--- src/rtl/prbs31_lock_ctrl.sv ---
// PRBS31 (x^31 + x^28 + 1) link checker: HUNT/LOCKED lock qualification plus saturating BER counters.
// Latency: word captured at edge k; its err_word, counter update and state change land at edge k+1.
// Backpressure: none; every clock with chk_en=1 consumes one word.
module prbs31_lock_ctrl #(
    parameter int DATA_W      = 60,
    parameter int LOCK_CNT    = 16,
    parameter int WINDOW      = 64,
    parameter int LOSS_THRESH = 4,
    parameter int ERR_CNT_W   = 32
) (
    input  logic                 clk_div_60,
    input  logic                 rst_n,
    input  logic                 chk_en,
    input  logic                 cnt_clr,
    input  logic [DATA_W-1:0]    data_descrambled,
    output logic                 lock,
    output logic [1:0]           state,
    output logic                 err_word,
    output logic [ERR_CNT_W-1:0] bit_err_cnt,
    output logic [7:0]           lock_loss_cnt
);
    localparam int TAP_A  = 28;
    localparam int TAP_B  = 31;
    localparam int POP_W  = $clog2(DATA_W + 1);
    localparam int RUN_W  = $clog2(LOCK_CNT + 1);
    localparam int WIN_W  = $clog2(WINDOW + 1);
    localparam int WERR_W = $clog2(LOSS_THRESH + 1);
    localparam int SUM_W  = ERR_CNT_W + 1;

    localparam logic [RUN_W-1:0]  RUN_LAST       = RUN_W'(LOCK_CNT - 1);
    localparam logic [WIN_W-1:0]  WIN_LAST       = WIN_W'(WINDOW - 1);
    localparam logic [WERR_W-1:0] WERR_LAST      = WERR_W'(LOSS_THRESH - 1);
    localparam logic [POP_W-1:0]  ZERO_WORD_BITS = POP_W'(DATA_W);

    typedef enum logic [1:0] {
        ST_IDLE   = 2'd0,
        ST_HUNT   = 2'd1,
        ST_LOCKED = 2'd2
    } state_t;

    state_t              state_q;
    logic [DATA_W-1:0]   data_r;
    logic [DATA_W-1:0]   prev;
    logic                vld_r;
    logic                vld_p;
    logic [RUN_W-1:0]    run_cnt;
    logic [WIN_W-1:0]    win_cnt;
    logic [WERR_W-1:0]   win_err;

    logic [2*DATA_W-1:0] chk_seq;
    logic [DATA_W-1:0]   err_vec;
    logic [POP_W-1:0]    err_pop;
    logic [POP_W-1:0]    bit_inc;
    logic [SUM_W-1:0]    err_sum;
    logic                zero_word;
    logic                word_chk;
    logic                word_err;
    logic                acc_en;
    logic                loss_evt;
    logic                win_end;

    // Higher index is earlier on the line, so taps reach upward into prev.
    always_comb begin
        chk_seq = {prev, data_r};
        err_vec = '0;
        for (int i = 0; i < DATA_W; i++) begin
            err_vec[i] = chk_seq[i] ^ chk_seq[i+TAP_A] ^ chk_seq[i+TAP_B];
        end
    end

    always_comb begin
        err_pop = '0;
        for (int i = 0; i < DATA_W; i++) begin
            err_pop = err_pop + POP_W'(err_vec[i]);
        end
    end

    // A dead (all-zero) link satisfies the recurrence; treat it as fully errored.
    assign zero_word = ~|data_r;
    assign word_chk  = chk_en & vld_r & vld_p;
    assign word_err  = zero_word | (|err_vec);
    assign bit_inc   = zero_word ? ZERO_WORD_BITS : err_pop;
    assign acc_en    = word_chk & (state_q == ST_LOCKED);
    assign loss_evt  = acc_en & word_err & (win_err == WERR_LAST);
    assign win_end   = (win_cnt == WIN_LAST);
    assign err_sum   = {1'b0, bit_err_cnt} + {{(SUM_W - POP_W){1'b0}}, bit_inc};

    always_ff @(posedge clk_div_60 or negedge rst_n) begin
        if (!rst_n) begin
            state_q  <= ST_IDLE;
            lock     <= 1'b0;
            err_word <= 1'b0;
            data_r   <= '0;
            prev     <= '0;
            vld_r    <= 1'b0;
            vld_p    <= 1'b0;
            run_cnt  <= '0;
            win_cnt  <= '0;
            win_err  <= '0;
        end else begin
            err_word <= 1'b0;
            if (!chk_en) begin
                state_q <= ST_IDLE;
                lock    <= 1'b0;
                vld_r   <= 1'b0;
                vld_p   <= 1'b0;
                run_cnt <= '0;
                win_cnt <= '0;
                win_err <= '0;
            end else begin
                data_r <= data_descrambled;
                prev   <= data_r;
                vld_r  <= 1'b1;
                vld_p  <= vld_r;
                case (state_q)
                    ST_IDLE: begin
                        state_q <= ST_HUNT;
                    end
                    ST_HUNT: begin
                        if (word_chk) begin
                            err_word <= word_err;
                            if (word_err) begin
                                run_cnt <= '0;
                            end else if (run_cnt == RUN_LAST) begin
                                state_q <= ST_LOCKED;
                                lock    <= 1'b1;
                                run_cnt <= '0;
                            end else begin
                                run_cnt <= run_cnt + RUN_W'(1);
                            end
                        end
                    end
                    ST_LOCKED: begin
                        if (word_chk) begin
                            err_word <= word_err;
                            if (loss_evt) begin
                                state_q <= ST_HUNT;
                                lock    <= 1'b0;
                                win_cnt <= '0;
                                win_err <= '0;
                            end else if (win_end) begin
                                // The closing word was already judged in the old window.
                                win_cnt <= '0;
                                win_err <= '0;
                            end else begin
                                win_cnt <= win_cnt + WIN_W'(1);
                                win_err <= win_err + WERR_W'(word_err);
                            end
                        end
                    end
                    default: begin
                        state_q <= ST_IDLE;
                        lock    <= 1'b0;
                    end
                endcase
            end
        end
    end

    always_ff @(posedge clk_div_60 or negedge rst_n) begin
        if (!rst_n) begin
            bit_err_cnt   <= '0;
            lock_loss_cnt <= '0;
        end else if (cnt_clr) begin
            bit_err_cnt   <= '0;
            lock_loss_cnt <= '0;
        end else begin
            if (acc_en) begin
                bit_err_cnt <= err_sum[ERR_CNT_W] ? {ERR_CNT_W{1'b1}} : err_sum[ERR_CNT_W-1:0];
            end
            if (loss_evt && (lock_loss_cnt != 8'hFF)) begin
                lock_loss_cnt <= lock_loss_cnt + 8'd1;
            end
        end
    end

    assign state = state_q;

endmodule

--- config.mk ---
export PLATFORM = sky130hd
export DESIGN_NAME = prbs31_lock_ctrl
export DESIGN_NICKNAME = d
export VERILOG_FILES = /design/src/rtl/prbs31_lock_ctrl.sv
export SDC_FILE = /design/constraint.sdc
export NUM_CORES = 1
export LEC_CHECK = 0
export ABC_AREA = 1
export ABC_CLOCK_PERIOD_IN_PS = 10300
export CAP_MARGIN = 20
export CORE_UTILIZATION = 55
export DETAILED_ROUTE_END_ITERATION = 8
export GPL_ROUTABILITY_DRIVEN = 0
export PLACE_DENSITY = 0.77
export RECOVER_POWER = 25
export SLEW_MARGIN = 20
export SYNTH_ARGS = -nofsm -noshare
export SYNTH_HDL_FRONTEND = slang
export SYNTH_SLANG_ARGS = --single-unit
--- constraint.sdc ---
create_clock -name clk_div_60 -period 10.3 [get_ports clk_div_60]
set_input_delay 1.545 -clock clk_div_60 [delete_from_list [all_inputs] [get_ports clk_div_60]]
set_output_delay 1.545 -clock clk_div_60 [all_outputs]
set_load 0.02 [all_outputs]
# After elaboration in Yosys (flattened, before gate mapping)

Index checks and enable logic that the tools add are counted.

Memory bits (writable): 0
Bits of input ports: 64
Bits in latches: 0
Output and inout port bits: 44
Memory bits (read-only): 0
Bits in registers: 152
Memories kept: 0

$mul: 0
Divide/modulo/power cells: 0
Shift-type cells: 0
$lt $le $gt $ge: 0
Reduce and logical (&&, ||, !) cells: 12
Eq/ne operators: 15
Bitwise logic cells: 126
Multiplexer cells: 40
$add $sub $neg: 64

Operators by type and width:

| kind                  | number |
|---|---|
| $add A6 B1 Y6         | 54 |
| $reduce_or A60 Y1     | 2 |
| $xor A1 B1 Y1         | 120 |
| $mux W32              | 3 |
| $mux W7               | 5 |
| $add A32 B6 Y33       | 1 |
| $mux W5               | 5 |
| $mux W8               | 2 |
| $mux W3               | 5 |
| $ne A3 B3 Y1 const B  | 5 |
| $mux W2               | 6 |
| $mux W1               | 11 |
| $add A8 B1 Y8 const B | 1 |
| $ne A8 B8 Y1 const B  | 1 |
| $add A7 B1 Y7 const B | 1 |
| $eq A7 B6 Y1 const B  | 1 |
| $add A5 B1 Y6         | 1 |
| $mux W6               | 1 |
| $ne A2 B1 Y1 const B  | 3 |
| $pmux W2 S3           | 1 |
| $reduce_and A6 Y1     | 1 |
| $add A4 B1 Y5         | 1 |
| $add A5 B1 Y5 const B | 1 |
| $and A1 B1 Y1         | 5 |
| other kinds (18)      | 20 |

# Logic depth before layout (Yosys ltp)

Word-level depth: 66
Gate-level depth with buffers: 40
Gate-level depth less buffers: 40

# Least setup slack after synthesis

No wires, ideal clock.

Path type: register to register
Start: reg data_r[32]
End: reg bit_err_cnt[27]
Data required time: 10.169 ns
Data arrival time: 7.441 ns
Stages on the path, launching flop included: 34
Setup time: 0.131 ns
Clock period less this slack: 7.571 ns
Slack: 2.729 ns
Cells stage by stage: dfrtp_1 > xor2_1 > xor2_1 > inv_1 > fa_1 > fa_1 > inv_1 > fa_1 > inv_1 > fa_1 > fa_1 > fa_1 > fa_1 > fa_1 > ha_1 > inv_1 > fa_1 > o21ai_0 > xor2_1 > or2_2 > ha_1 > inv_1 > o21ai_1 > a21oi_2 > o21ai_4 > nand2_2 > nor2_2 > nand2_1 > nor2_2 > nand2_1 > nand2_1 > nand3_1 > nand2_1 > o21ai_0

Cells in the longest elaborated chain, start to end: 65
Elaborated cells between the ends (all ways): 70

RTL lines:

| what                        | line | source |
|---|---|---|
| from (decl)                 | 42   | `logic [DATA_W-1:0] data_r;` |
| from (signal assigned)      | 111  | `data_r <= data_descrambled;` |
| $xor A1 B1 Y1               | 67   | `err_vec[i] = chk_seq[i] ^ chk_seq[i+TAP_A] ^ chk_seq[i+TAP_B];` |
| $add A1 B1 Y2               | 74   | `err_pop = err_pop + POP_W'(err_vec[i]);` |
| $add A2 B1 Y3               | 74   |  |
| $add A3 B1 Y4               | 74   |  |
| $add A4 B1 Y5               | 74   |  |
| $add A5 B1 Y6               | 74   |  |
| $add A6 B1 Y6 (54 in a row) | 74   |  |
| $mux W6 (*)                 | 82   | `assign bit_inc = zero_word ? ZERO_WORD_BITS : err_pop;` |
| $add A32 B6 Y33 (*)         | 86   | `assign err_sum = {1'b0, bit_err_cnt} + {{(SUM_W - POP_W){1'b0}}, bit_inc};` |
| $mux W32 (*)                | 169  | `bit_err_cnt <= err_sum[ERR_CNT_W] ? {ERR_CNT_W{1'b1}} : err_sum[ERR_CNT_W-1:0];` |
| $mux W32 (*)                | 168  | `if (acc_en) begin` |
| $mux W32 (*)                | 164  | `end else if (cnt_clr) begin` |
| to (signal assigned)        | 169  |  |
| to (decl)                   | 19   | `output logic [ERR_CNT_W-1:0] bit_err_cnt,` |

Every way passes the cells marked *; elsewhere a longest branch is shown, timed or not. The select of a mux whose other input is x is not followed.
A chain may end at the register's enable or synchronous reset.

# Worst setup path in the final report

Start: reg data_r[35]
End: reg bit_err_cnt[31]

Cells in the longest elaborated chain, start to end: 62
Elaborated cells between the ends (all ways): 67

RTL lines:

| what                        | line |
|---|---|
| $xor A1 B1 Y1               | 67 |
| $add A4 B1 Y5               | 74 |
| $add A5 B1 Y6               | 74 |
| $add A6 B1 Y6 (54 in a row) | 74 |
| $mux W6 (*)                 | 82 |
| $add A32 B6 Y33 (*)         | 86 |
| $mux W32 (*)                | 169 |
| $mux W32 (*)                | 168 |
| $mux W32 (*)                | 164 |

Marks and branches as above.

==> impl_metrics.yaml <==
logic_synthesis:
  yosysSeqAreaShare: 0.3515
  synth_top_family_by_area: "simple AND/OR/NAND/NOR gates"
  muxShareOfSynthArea: 0.0009250
  synth_area_leader_cell: "dfrtp_1"
  synth-edff-count: 0
  yosys_warnings: 0
  yosys-top-cells-count: "557 x nand2_1, 221 x inv_1, 152 x dfrtp_1"
  synth_top_area_share: 0.3515
  synth_cell_types: 43
  synthCells: 1526
  synthSimpleGateAreaFrac: 0.3129
  synth_nets: 1670
  synth.avg_cell_area_sq_um: 7.092
  ys.flop_type: "dfrtp_1"
  netlist_area_sq_um: 10820
  yosysMostFrequentCell: "nand2_1"
  ys_top_cells_by_area: "dfrtp_1 35%, nand2_1 19%, fa_1 9.4%"
  ys_async_sr_fraction: 1.000
  synth-xor-area-share: 0.02104
  ys_ff_latch: 152
  yosys.area_share.adder: 0.1279
  synth_compound_area_frac: 0.08857
run_status:
  status: "finished with violations"
  violations: "max-capacitance violations, max-slew violations"
critical_path:
  worstPathMaxFanout: 16
  cp_slowest_cell: "nand4_1"
  cp_top_family: "adder cells"
  cpMostUsedCell: "inv_1"
  worstPathRequired_ps: 10650
  critPathKind: "reg -> reg"
  worstPathArrival_ps: 9240
  worstSetupStartpointType: "register"
  slowest_delay_ps: 620
  critPathBufInv: 10
  end_kind: "register"
global_route:
  grt_pass1_wl_microns: 48080
  grt_antenna_before_repair: 0
  overflow: 0
  grt_max_degree: 111
  grtUsageTotal: 0.3071
  grt_pass1_vias: 9789
floorplanning:
  die_w_microns: 142.3
  design.die.area_sq_um: 20240
  rows: 50
  die_y_microns: 142.3
  coreArea_sq_um: 19020
  io_pins: 108
  start_util: 0.5690
sta:
  setup_viol: 0
  drv_slew: 165
  max_slew_margin: -2.281
  finalSetupTns_ps: 0
  tightest_slew_ps: 4922
  rsz0062_at_grt: "no"
  hold_viol: 0
  fmax_ghz: 0.1125
  final.period_utilization: 0.8631
  fin_crit_ps: 8890
  skew_ps: 14.09
min_path:
  hold_path.class: "reg -> reg"
place:
  dp_hpwl_microns: 21940
  port_buffers: 107
clocking:
  cts-root-buf: "clkbuf_16"
  hold_buffers: 0
  cts_resized: 0
  tritoncts: "done"
  clock_path_buffers: 2
  htreeDepth: 4
  cts_inserted_buffers: 17
  insertion_delay_ps: 440
  clock_sink_count: 152
  cts_post_setup_buffers_inserted: 0
  cts.clk_slew.worst_paths_ps: 70
routing:
  drc: 0
  firstDrtPassIters: 8
  dr.first_iter.drc_count: 752
  wl_microns: 28980
  viasPerCell: 5.356
  wire_per_inst_microns: 15.25
  drt.antenna.violating_nets: 0
  dr_total_vias: 10180
job:
  maxCapViolations: 2
finish:
  area.growth.synth_to_final_pct: 17.52
  drive_gt1_frac: 0.05915
  diodes: 0
  layout.nets: 1771
[logic make-up after synthesis]
family / count (synthesis)
simple gates: 820
buf+inv: 275
compound gates: 172
flops: 152
fa+ha+maj: 80
xor+xnor: 26
mux: 1
[worst paths after layout]
kind / depth (start not counted) / start / slack [ps] / end
min in group asynchronous: 1 / rst_n / 2880 / data_r[11]$_DFFE_PN0P_
max in group asynchronous: 1 / rst_n / 4650 / lock_loss_cnt[2]$_DFFE_PN0P_
setup / recovery: 36 / data_r[35]$_DFFE_PN0P_ / 1410 / bit_err_cnt[31]$_DFFE_PN0P_
setup reg to reg: 36 / data_r[35]$_DFFE_PN0P_ / 1410 / bit_err_cnt[31]$_DFFE_PN0P_
hold reg to reg: 2 / vld_r$_DFF_PN0_ / 460 / vld_p$_DFF_PN0_
hold / removal: 2 / vld_r$_DFF_PN0_ / 460 / vld_p$_DFF_PN0_
[flip-flops by register name (all words and copies together) (netlist names), 2 cells and up]
signal / cells
bit_err_cnt: 32
data_r: 60
lock_loss_cnt: 8
prev: 31
run_cnt: 5
state: 2
win_cnt: 7
win_err: 3
[cell type report]
| class | count | area (sq um) |
|---|---|---|
| fill | 1695 | 6301 |
| tap | 260 | 325.3 |
| timing repair buffer | 111 | 1089 |
| clock inverter | 14 | 171.4 |
| sequential | 152 | 3804 |
| multi-input combinational | 1099 | 5966 |
| inverter | 246 | 923.4 |
| clock buffer | 18 | 439.2 |
[per-layer routing]
metal,routed length [microns],up-vias,global-route usage
met5,0,-,0
met4,858,0,0.1194
met3,1716,65,0.04946
met2,14040,336,0.5170
met1,12360,4838,0.3968
li1,-,4938,-
[worst register-to-register path, delay by kind of cell, from the launching register on]
family / cells / cell delay (ps)
buffers and inverters: 10 / 1030
AND/OR/NAND/NOR: 7 / 1300
AO/OA/AOI/OAI: 9 / 1390
flip-flops: 1 / 430
adder cells (fa/ha/maj): 10 / 4670
[per-stage QoR]
stage	util	hold WS [ps]	std cells	cell area [sq um]	setup slack (ps)
after floorplan	-	430.0	1526	10820	2729
after global placement	0.6372	447.5	1868	12120	1697
after detailed placement	0.6372	462.3	1868	12120	1528
after CTS	0.6693	467.9	1900	12730	1465
after global routing	0.6687	496.6	1900	12720	825.0
final	0.6687	463.0	1900	12720	1410
[layout by cell type (no fill, tap or decap), drive strengths merged, types with 2 or more instances in the layout]
cell type        n
buf              4
nand3          112
or2              5
nand4           10
nor2            98
bufinv           3
o21ai          130
inv            245
nor3            16
clkinv          12
a21o             6
a21oi           19
o31ai           10
nor4             2
clkbuf          20
ha              29
clkdlybuf4s50  105
dfrtp          152
fa              51
a31oi            2
xnor2            6
xor2            20
nand2          574
Power is not shown: default switching activity piles up to over one toggle a cycle in this logic, so the estimate is an artifact.
